[src/rtl/gsm_pkg.sv]
// Shared definitions for the GSM switch datapath: default geometry, index-width helper
// and the deframer FSM state type.
package gsm_pkg;

  localparam int MWIDTH_DEF = 4;
  localparam int GSIZE_DEF  = 8;
  localparam int DWIDTH_DEF = 128;

  // Width needed to index n items; never narrower than one bit.
  function automatic int idx_width(input int n);
    int w;
    w = $clog2(n);
    return (w < 1) ? 1 : w;
  endfunction

  typedef enum logic {
    IDLE = 1'b0,
    RECV = 1'b1
  } state_e;

endpackage

[src/rtl/gsm_serial_deframer_if.sv]
// Word-parallel output stream of the serial deframer: the word with its frame index
// and last flag, under a valid/ready handshake.
interface gsm_serial_deframer_if
  import gsm_pkg::*;
#(
  parameter int DWIDTH = DWIDTH_DEF,
  parameter int IW     = idx_width(MWIDTH_DEF * GSIZE_DEF)
);

  logic [DWIDTH-1:0] word_o;
  logic [IW-1:0]     widx_o;
  logic              last_o;
  logic              valid_o;
  logic              ready_i;

  modport master (
    output word_o,
    output widx_o,
    output last_o,
    output valid_o,
    input  ready_i
  );

  modport slave (
    input  word_o,
    input  widx_o,
    input  last_o,
    input  valid_o,
    output ready_i
  );

endinterface

[src/rtl/gsm_word_fifo2.sv]
// Two-entry FIFO between the deframer and the group loader. A push is accepted while
// full as long as a pop happens in the same cycle.
module gsm_word_fifo2 #(
  parameter int W = 8
) (
  input  logic         clk,
  input  logic         rst_n,
  input  logic         push_i,
  input  logic [W-1:0] data_i,
  input  logic         pop_i,
  output logic [W-1:0] data_o,
  output logic         full_o,
  output logic         empty_o
);

  logic [W-1:0] mem_q [2];
  logic [W-1:0] mem_d [2];
  logic         rd_q, rd_d;
  logic         wr_q, wr_d;
  logic [1:0]   cnt_q, cnt_d;
  logic         do_push;
  logic         do_pop;

  assign empty_o = (cnt_q == 2'd0);
  assign full_o  = (cnt_q == 2'd2);
  // Empty reads as zero so the downstream bus idles at its reset value.
  assign data_o  = empty_o ? '0 : mem_q[rd_q];

  always_comb begin
    do_pop  = pop_i && !empty_o;
    do_push = push_i && (!full_o || do_pop);
    mem_d   = mem_q;
    rd_d    = rd_q;
    wr_d    = wr_q;
    cnt_d   = cnt_q;
    if (do_push) begin
      mem_d[wr_q] = data_i;
      wr_d        = ~wr_q;
    end
    if (do_pop) begin
      rd_d = ~rd_q;
    end
    case ({do_push, do_pop})
      2'b10:   cnt_d = cnt_q + 2'd1;
      2'b01:   cnt_d = cnt_q - 2'd1;
      default: cnt_d = cnt_q;
    endcase
  end

  always_ff @(posedge clk or negedge rst_n) begin
    if (!rst_n) begin
      mem_q[0] <= '0;
      mem_q[1] <= '0;
      rd_q     <= 1'b0;
      wr_q     <= 1'b0;
      cnt_q    <= 2'd0;
    end else begin
      mem_q <= mem_d;
      rd_q  <= rd_d;
      wr_q  <= wr_d;
      cnt_q <= cnt_d;
    end
  end

endmodule

[src/rtl/gsm_serial_deframer.sv]
// Bit-serial to word-parallel deframer: rebuilds MSB-first words of one switch frame
// and queues them, with index and last flag, towards the group loader.
module gsm_serial_deframer
  import gsm_pkg::*;
#(
  parameter int MWIDTH = MWIDTH_DEF,
  parameter int GSIZE  = GSIZE_DEF,
  parameter int DWIDTH = DWIDTH_DEF
) (
  input  logic                   clk,
  input  logic                   clr_n,
  input  logic                   sig_i,
  input  logic                   en_i,
  input  logic                   sof_i,
  gsm_serial_deframer_if.master  out_if,
  output logic                   busy_o,
  output logic                   ovf_o,
  output logic                   ferr_o
);

  localparam int NWORDS = MWIDTH * GSIZE;
  localparam int IW     = idx_width(NWORDS);
  localparam int BW     = idx_width(DWIDTH);
  localparam int FW     = DWIDTH + IW + 1;

  state_e            state_q, state_d;
  logic [DWIDTH-1:0] sreg_q, sreg_d;
  logic [BW-1:0]     bcnt_q, bcnt_d;
  logic [IW-1:0]     wcnt_q, wcnt_d;
  logic              ovf_q, ovf_d;
  logic              ferr_q, ferr_d;

  logic              push;
  logic              pop;
  logic              fifo_full;
  logic              fifo_empty;
  logic [DWIDTH-1:0] push_word;
  logic              push_last;
  logic [FW-1:0]     fifo_dout;

  assign push_word = {sreg_q[DWIDTH-2:0], sig_i};
  assign push_last = (wcnt_q == IW'(NWORDS - 1));
  assign pop       = !fifo_empty && out_if.ready_i;

  always_comb begin
    state_d = state_q;
    sreg_d  = sreg_q;
    bcnt_d  = bcnt_q;
    wcnt_d  = wcnt_q;
    ferr_d  = ferr_q;
    ovf_d   = ovf_q;
    push    = 1'b0;
    case (state_q)
      IDLE: begin
        if (en_i && sof_i) begin
          sreg_d  = {{(DWIDTH-1){1'b0}}, sig_i};
          bcnt_d  = BW'(1);
          wcnt_d  = '0;
          state_d = RECV;
        end
      end
      RECV: begin
        // A restart beats word completion: the sof bit always opens word 0 afresh.
        if (en_i && sof_i) begin
          ferr_d = 1'b1;
          sreg_d = {{(DWIDTH-1){1'b0}}, sig_i};
          bcnt_d = BW'(1);
          wcnt_d = '0;
        end else if (en_i) begin
          sreg_d = push_word;
          if (bcnt_q == BW'(DWIDTH - 1)) begin
            push   = 1'b1;
            bcnt_d = '0;
            if (push_last) begin
              wcnt_d  = '0;
              state_d = IDLE;
            end else begin
              wcnt_d = wcnt_q + IW'(1);
            end
          end else begin
            bcnt_d = bcnt_q + BW'(1);
          end
        end
      end
      default: state_d = IDLE;
    endcase
    if (push && fifo_full && !pop) begin
      ovf_d = 1'b1;
    end
  end

  always_ff @(posedge clk or negedge clr_n) begin
    if (!clr_n) begin
      state_q <= IDLE;
      sreg_q  <= '0;
      bcnt_q  <= '0;
      wcnt_q  <= '0;
      ovf_q   <= 1'b0;
      ferr_q  <= 1'b0;
    end else begin
      state_q <= state_d;
      sreg_q  <= sreg_d;
      bcnt_q  <= bcnt_d;
      wcnt_q  <= wcnt_d;
      ovf_q   <= ovf_d;
      ferr_q  <= ferr_d;
    end
  end

  gsm_word_fifo2 #(
    .W (FW)
  ) u_fifo (
    .clk     (clk),
    .rst_n   (clr_n),
    .push_i  (push),
    .data_i  ({push_word, wcnt_q, push_last}),
    .pop_i   (pop),
    .data_o  (fifo_dout),
    .full_o  (fifo_full),
    .empty_o (fifo_empty)
  );

  assign {out_if.word_o, out_if.widx_o, out_if.last_o} = fifo_dout;
  assign out_if.valid_o = !fifo_empty;
  assign busy_o         = (state_q == RECV);
  assign ovf_o          = ovf_q;
  assign ferr_o         = ferr_q;

endmodule
[src/flat_wrapper.sv]
// flat-port wrapper written by rule: the top's interface ports become plain ports
module gsm_serial_deframer_flat import gsm_pkg::*;
#(
  parameter int MWIDTH = MWIDTH_DEF,
  parameter int GSIZE  = GSIZE_DEF,
  parameter int DWIDTH = DWIDTH_DEF
)
  (clk, clr_n, sig_i, en_i, sof_i, busy_o, ovf_o, ferr_o, out_if_word_o, out_if_widx_o, out_if_last_o, out_if_valid_o, out_if_ready_i);
  gsm_serial_deframer_if #(.DWIDTH(DWIDTH)) out_if_i ();
  input  logic clk;
  input  logic clr_n;
  input  logic sig_i;
  input  logic en_i;
  input  logic sof_i;
  output logic busy_o;
  output logic ovf_o;
  output logic ferr_o;
  output wire logic [$bits(out_if_i.word_o)-1:0] out_if_word_o;
  output wire logic [$bits(out_if_i.widx_o)-1:0] out_if_widx_o;
  output wire logic [$bits(out_if_i.last_o)-1:0] out_if_last_o;
  output wire logic [$bits(out_if_i.valid_o)-1:0] out_if_valid_o;
  input wire logic [$bits(out_if_i.ready_i)-1:0] out_if_ready_i;
  assign out_if_word_o = out_if_i.word_o;
  assign out_if_widx_o = out_if_i.widx_o;
  assign out_if_last_o = out_if_i.last_o;
  assign out_if_valid_o = out_if_i.valid_o;
  assign out_if_i.ready_i = out_if_ready_i;
  gsm_serial_deframer #(.MWIDTH(MWIDTH), .GSIZE(GSIZE), .DWIDTH(DWIDTH)) u_core (.clk(clk), .clr_n(clr_n), .sig_i(sig_i), .en_i(en_i), .sof_i(sof_i), .out_if(out_if_i), .busy_o(busy_o), .ovf_o(ovf_o), .ferr_o(ferr_o));
endmodule
[config.mk]
export PLATFORM = sky130hd
export DESIGN_NAME = gsm_serial_deframer_flat
export DESIGN_NICKNAME = d
export VERILOG_FILES = /design/src/rtl/gsm_pkg.sv /design/src/rtl/gsm_serial_deframer_if.sv /design/src/rtl/gsm_word_fifo2.sv /design/src/rtl/gsm_serial_deframer.sv /design/src/flat_wrapper.sv
export SDC_FILE = /design/constraint.sdc
export NUM_CORES = 1
export LEC_CHECK = 0
export BUFFER_PORTS_ARGS = -buffer_cell sky130_fd_sc_hd__buf_2
export CAP_MARGIN = 20
export CORE_MARGIN = 3
export CORE_UTILIZATION = 30
export CTS_BUF_LIST = sky130_fd_sc_hd__clkbuf_8 sky130_fd_sc_hd__clkbuf_16
export CTS_CLUSTER_SIZE = 28
export DETAILED_ROUTE_END_ITERATION = 12
export GPL_TIMING_DRIVEN = 1
export PLACE_DENSITY = 0.54
export REMOVE_ABC_BUFFERS = 1
export SLEW_MARGIN = 5
export SYNTH_ARGS = -nofsm -noshare
export SYNTH_HDL_FRONTEND = slang
export SYNTH_HIERARCHICAL = 1
export SYNTH_SLANG_ARGS = --single-unit
export TNS_END_PERCENT = 1
[constraint.sdc]
create_clock -name clk -period 4.05 [get_ports clk]
set_input_delay 0.405 -clock clk [delete_from_list [all_inputs] [get_ports clk]]
set_output_delay 0.405 -clock clk [all_outputs]
set_load 0.1 [all_outputs]
==> flow_metrics.tcl, run 1 <==
set metrics [dict create \
    num_antenna_cells 0 \
    io_pins 144 \
    cts_buffer_depth 3 \
    dpl.hpwl_microns 23050 \
    holdWs_ns 0.08899 \
    cts-root-buf "clkbuf_16" \
    crit_path_max_fanout 29 \
    final_cells 2203 \
    worstSetupPathType "register to primary output" \
    setup_viol_count_final 0 \
    period_share_pct 76.90 \
    start_kind "register" \
    synth_edf_count 0 \
    clkPwrFrac_pct 43.4 \
    cts_tree "built" \
    tns_ns 0 \
    grt_pass1_wl_microns 67190 \
    ff_latch_area_sq_um 10360 \
    synth_cell_type_count 52 \
    setup_ws_ns 0.9357 \
    ys_ff_latch 414 \
    die_y_microns 249.0 \
    detail_route.wl_per_cell_microns 18.41 \
    dieArea_sq_um 62000 \
    grt_max_degree 137 \
    pwr-share-seq_pct 44.0 \
    port_buffers 143 \
    cts-resized-gates 0 \
    synth_top_area_share_pct 58.49 \
    outcome "finished clean" \
    worstPathCellList "buf_4, buf_4, mux2i_1, nor2_1, buf_2" \
    vias_per_cell 4.784 \
    drive_gt1_share_pct 37.07 \
    crit_path_end_kind "primary output" \
    grt_overflow 0 \
    yosys.area.top_type "dfrtp_1" \
    cts_buffers 48 \
    synth_ff_type "dfrtp_1" \
    clkSinkCount 414 \
    power.leakage_nw 10.75 \
    drc_errors 0 \
    grt_antenna_before_repair 1 \
    clk_pin_slew_ns 0.06 \
    die_x_microns 249.0 \
    worst_pin_slew_ns 1.017 \
    ys_async_sr_fraction_pct 100.0 \
    p_int_w 0.007128 \
    ys_seq_area_share_pct 58.49 \
    syn_avg_cell_area_sq_um 14.00 \
    combPwrFrac_pct 12.6 \
    fill_cells 5587 \
    hold_start "sig_i" \
    hold_viol_final 0 \
    vdd_drop_max_uv 387.5 \
    final_util_pct 36.08 \
    rsz0062_at_grt "false" \
    grt_pass1_vias 11616 \
    p_per_area_nw_per_um2 468.9 \
    final_max_slew_viol_count 0 \
    critPathRequiredTime_ns 3.64 \
    drtIter0Drc 412 \
    dp.cells 2113 \
    multiInputGateArea_sq_um 6892 \
    fin_crit_ns 3.114 \
    rows 88 \
    wl_microns 40550 \
    max_stage_delay_ns 0.82 \
    synth_cells 1265 \
    ys_warn_count 6 \
    maxCapViolations 0 \
    swShare_pct 27.39 \
    htree_levels 2 \
    num_vias 10539 \
    worst-endpoint-arrival_ns 2.71 \
    dr.pass1.iters 4 \
    start_util_pct 30.53 \
    r2r_setup_slack_ns 1.19 \
    synth_common_cells "414 x dfrtp_1, 208 x mux2_2, 138 x nor2_1" \
    grt_usage_pct 13.27 \
    drtAntennaViolNets 0 \
    power.switching_w 0.002689 \
    crit_top_cell "buf_4" \
    reg2reg_from "u_core/bcnt_q[0]$_DFFE_PN0P_" \
    cpMaxStageDelayCell "dfrtp_4" \
    hp-class "input port to register" \
    fmax_mhz 321.1 \
    yosysMostFrequentCell "dfrtp_1" \
    gp_congestion 0.6863 \
    skew_ns 0.03655 \
    startpoint "u_core/u_fifo/rd_q$_DFFE_PN0P_" \
    mappedNetlistArea_sq_um 17710 \
    core_sq_um 58030 \
    layout.nets 1409 \
    dp_slack_ns 1.110 \
    clk_latency_ns 0.58 \
    area_growth_pct 18.20 \
    ys_top_cells_by_area "dfrtp_1 58%, mux2_2 13%, mux2i_1 7.6%" \
    relSlewSlack_pct 32.23 \
]
[placed cells by master, fill, tap and decap left out, drive strengths merged, types with 6 or more instances in the layout]
| cell type | instances |
|---|---|
| buf | 172 |
| inv | 12 |
| dfrtp | 414 |
| clkbuf | 65 |
| nor2 | 140 |
| nand3 | 6 |
| nor2b | 7 |
| nand2b | 7 |
| mux2i | 134 |
| mux2 | 269 |
| nand2 | 11 |
| clkinv | 16 |
| a22o | 126 |
[worst max-delay path: cells and delay by family, from the launching register on]
kind                   cells  cell delay, ns
buffers and inverters      3            1.06
DFF                        1            0.82
muxes                      1            0.14
and+or+nand+nor            1            0.11
[metal layers]
layer | track usage (%) | up-vias | wire, microns | share of wire (%)
met4 | 3.418 | 2 | 663 | 1.6
met5 | 0 | - | 9 | 0.022
li1 | - | 4826 | - | -
met2 | 21.49 | 142 | 18880 | 47
met1 | 18.17 | 5519 | 19440 | 48
met3 | 2.735 | 50 | 1551 | 3.8
[what timing repair did]
item,4_1_cts,5_1_grt
endpoints found under the hold margin,35,0
setup buffers,0,0
hold buffers,1,0
endpoints found under the setup margin,0,0
[power groups by stage]
stage	clock [W]	sequential (W)	combinational, W
floorplan	0	0.00454	0.000834
global placement	0	0.00440	0.00127
detailed placement	0	0.00440	0.00129
CTS	0.00440	0.00433	0.00129
global route	0.00459	0.00434	0.00137
finish	0.00426	0.00432	0.00124
[stage by stage]
step / power (W) / area [sq um]
after global routing: 0.01030 / 20940
after floorplan: 0.005371 / 17240
final: 0.009817 / 20940
after CTS: 0.01002 / 20940
after global placement: 0.005670 / 19340
after detailed placement: 0.005691 / 19340
[state kept, by name (all words and copies together) (netlist names)]
register             count
u_core/bcnt_q            7
u_core/busy_o            1
u_core/ferr_o            1
u_core/ovf_o             1
u_core/sreg_q          127
u_core/u_fifo/cnt_q      2
u_core/u_fifo/mem_q    268
u_core/u_fifo/rd_q       1
u_core/u_fifo/wr_q       1
u_core/wcnt_q            5
[area by class of cell]
cell class | count | share of cell area (%)
Clock buffer | 65 | 6.962
Multi-Input combinational cell | 757 | 32.91
Sequential cell | 414 | 49.50
Timing Repair Buffer | 173 | 5.330
Inverter | 5 | 0.08964
Clock inverter | 24 | 0.6334
Tap cell | 765 | 4.572
[cells by family after synthesis]
| logic type | count (synthesis) | share of synthesized area, % |
|---|---|---|
| AOI/OAI and AO/OA | 155 | 7.431 |
| buffers and inverters | 94 | 2.776 |
| DFF | 414 | 58.49 |
| and+or+nand+nor | 190 | 4.832 |
| xor gates and xnor gates | 5 | 0.2473 |
| muxes | 403 | 25.94 |
| adders and majority gates | 4 | 0.2826 |
[worst paths after layout]
kind / depth (start not counted) / endpoint
min in group asynchronous: 2 / u_core/u_fifo/mem_q[133]$_DFFE_PN0P_
max: 5 / out_if_word_o[87]
min: 2 / u_core/sreg_q[0]$_DFFE_PN0P_
min reg2reg: 1 / u_core/ferr_o$_DFFE_PN0P_
max reg2reg: 7 / u_core/u_fifo/mem_q[112]$_DFFE_PN0P_
max in group asynchronous: 3 / u_core/u_fifo/rd_q$_DFFE_PN0P_
Power figures use the tool's default switching activity.
==> run 2, diff against run 1 <==
--- a/config.mk
+++ b/config.mk
@@ -5,6 +5,7 @@
 export SDC_FILE = /design/constraint.sdc
 export NUM_CORES = 1
 export LEC_CHECK = 0
+export ABC_AREA = 1
 export BUFFER_PORTS_ARGS = -buffer_cell sky130_fd_sc_hd__buf_2
 export CAP_MARGIN = 20
 export CORE_MARGIN = 3
==> constraint.sdc (replaced) <==
create_clock -name clk -period 3.14 [get_ports clk]
set_input_delay 0.314 -clock clk [delete_from_list [all_inputs] [get_ports clk]]
set_output_delay 0.314 -clock clk [all_outputs]
set_load 0.1 [all_outputs]
==> run 2 against run 1 <==
  * Clock power rose by 19%
  * Cell count rose by 40%
  * First-iteration DRC count rose to 2.7 times the previous value
  * Design area rose by 9.4%
  * Power rose by 11%
  * Die area rose by 5.9%
  * Sequential power rose by 26%
  * Largest power group unchanged
==> flow_metrics.tcl, run 2 <==
set metrics [dict create \
    layout.nets 2222 \
    mappedNetlistArea_sq_um 18780 \
    synth_common_cells "836 x nand2_1, 414 x dfrtp_1, 271 x nand4_1" \
    reg2reg_depth 9 \
    skew_ns 0.01480 \
    setup_viol_count_final 0 \
    cts_buffer_depth 3 \
    ys_seq_area_share_pct 55.16 \
    final_max_slew_viol_count 0 \
    reg.largest.list "u_core/u_fifo/mem_q x268, u_core/sreg_q x127, u_core/bcnt_q x7" \
    grt_antenna_before_repair 0 \
    r2r_end "u_core/u_fifo/mem_q[184]$_DFFE_PN0P_" \
    r2r_setup_slack_ns 0.64 \
    htree_levels 2 \
    start_kind "register" \
    ys_top_cells_by_area "dfrtp_1 55%, nand2_1 17%, nand4_1 9.0%" \
    synth_top_area_share_pct 55.16 \
    tns_ns 0 \
    cts-resized-gates 0 \
    synth_edf_count 0 \
    cts-root-buf "clkbuf_16" \
    multiInputGateArea_sq_um 6979 \
    cts_tree "built" \
    regMostFlops "u_core/u_fifo/mem_q" \
    final_common_cell "nand2_1" \
    ys_async_sr_fraction_pct 100.0 \
    cts_buffers 44 \
    rows 91 \
    dr.pass1.iters 5 \
    clk_latency_ns 0.57 \
    final_cell_mix "836 x nand2_1, 412 x dfrtp_1, 271 x nand4_1, 153 x inv_1, 137 x a21oi_1" \
    startpoint "u_core/u_fifo/rd_q$_DFFE_PN0P_" \
    critPathCapture "out_if_word_o[9]" \
    worst_pin_slew_ns 1.265 \
    ys_warn_count 6 \
    worstSetupPathType "register to primary output" \
    fill_cells 6149 \
    ff_latch_area_sq_um 10370 \
    ys_ff_latch 414 \
    drc_errors 0 \
    period_share_pct 92.73 \
    vdd_drop_max_uv 294.0 \
    power.leakage_nw 10.58 \
    hold_viol_final 0 \
    maxCapViolations 0 \
    crit_path_end_kind "primary output" \
    outcome "finished clean" \
    largest_reg_flops 268 \
    relSlewSlack_pct 15.67 \
    grt_max_degree 269 \
    vias_per_cell 5.016 \
    synth_cell_type_count 31 \
    dieArea_sq_um 65640 \
    dp_slack_ns 0.8026 \
    synth_ff_type "dfrtp_1" \
    grt_overflow 0 \
    reg2reg_from "u_core/u_fifo/cnt_q[0]$_DFFE_PN0P_" \
    grt_usage_pct 16.72 \
    gp_congestion 0.7393 \
    holdWs_ns 0.1341 \
    hp-class "input port to register" \
    grt_pass1_vias 15685 \
    wl_microns 55310 \
    syn_avg_cell_area_sq_um 8.635 \
    num_antenna_cells 0 \
    drtIter0Drc 1121 \
    start_util_pct 30.38 \
    p_per_area_nw_per_um2 473.8 \
    fmax_mhz 343.5 \
    clk_pin_slew_ns 0.06 \
    fin_crit_ns 2.912 \
    critPathRequiredTime_ns 2.83 \
    core_sq_um 61830 \
    synth_cells 2175 \
    rsz0062_at_grt "false" \
    dpl.hpwl_microns 29980 \
    area_growth_pct 21.98 \
    yosys.area.top_type "dfrtp_1" \
    crit_path_max_fanout 87 \
    yosysMostFrequentCell "nand2_1" \
    io_pins 144 \
    port_buffers 143 \
    detail_route.wl_per_cell_microns 17.97 \
    setup_ws_ns 0.2284 \
    worst-endpoint-arrival_ns 2.60 \
    drtAntennaViolNets 0 \
    die_y_microns 256.2 \
    num_vias 15438 \
    drive_gt1_share_pct 13.61 \
    die_x_microns 256.2 \
    grt_pass1_wl_microns 89390 \
    clkSinkCount 414 \
]
run 2: changes by cell type after synthesis, moves of 14 or more:
cell      previous run  this run
a21oi_1              3       137
a22o_1             126         0
buf_1                4        18
buf_2               45        73
clkbuf_1            26        74
inv_1                5       143
mux2_2             208         0
mux2_4              60         0
mux2i_1            134         0
nand2_1             11       836
nand4_1              2       271
nor2_1             138        11
o22ai_1              1        85
o22ai_2              0        40
run 2: cells by family after synthesis:
| group | synth area share, % |
|---|---|
| flip-flops | 55.16 |
| buffers and inverters | 7.901 |
| AO/OA/AOI/OAI | 9.580 |
| AND/OR/NAND/NOR | 26.95 |
| XOR/XNOR | 0.1399 |
| adder cells (fa/ha/maj) | 0.2665 |
run 2: timing repair:
action,in CTS,in global routing
buffers inserted,0,0
endpoints found under the hold margin,75,0
hold buffers,2,0
run 2: worst min path at each step:
stage          start                                   end  depth (start not counted)
2_1_floorplan  clr_n          u_core/bcnt_q[0]$_DFFE_PN0P_                          0
3_3_place_gp   clr_n  u_core/u_fifo/mem_q[202]$_DFFE_PN0P_                          1
3_5_place_dp   clr_n   u_core/u_fifo/mem_q[69]$_DFFE_PN0P_                          1
4_1_cts         en_i               u_core/busy_o$_DFF_PN0_                          4
5_1_grt         en_i               u_core/busy_o$_DFF_PN0_                          4
6_report        en_i               u_core/busy_o$_DFF_PN0_                          4
run 2: through the flow:
step	utilization (%)	std cells	power (W)	area (sq um)
final	37.05	3078	0.01085	22910
after detailed placement	34.78	3001	0.005896	21500
after global routing	37.05	3078	0.01127	22910
after floorplan	-	1987	0.005667	17850
after CTS	37.05	3078	0.01102	22910
after global placement	34.78	3001	0.005882	21500
run 2: cell type report:
class                      count  area share, %
clock buffer                  53          5.396
tap                          837          4.572
inverter                     148          2.458
clock inverter                22         0.6445
sequential                   414          45.26
multi-input combinational   1425          30.47
timing repair buffer         179          11.21
run 2: per-layer routing:
metal / global-route usage (%) / up-vias / routed length, microns
met5: 0 / - / 0
met4: 3.310 / 0 / 722
met3: 3.328 / 54 / 2940
met2: 27.74 / 362 / 26620
met1: 22.80 / 7714 / 25020
li1: - / 7308 / -
run 2: critical path, cell delays in order, from the launching register on:
cell,delay (ns)
dfrtp_4,0.74
buf_12,0.42
nand2_1,0.09
a21oi_1,0.43
buf_12,0.24
run 2: power by group:
part | total [W] | switching [W] | internal, W
combinational | 0.000363 | 0.000269 | 0.0000937
sequential | 0.00543 | 0.0000532 | 0.00538
clock | 0.00506 | 0.00213 | 0.00293
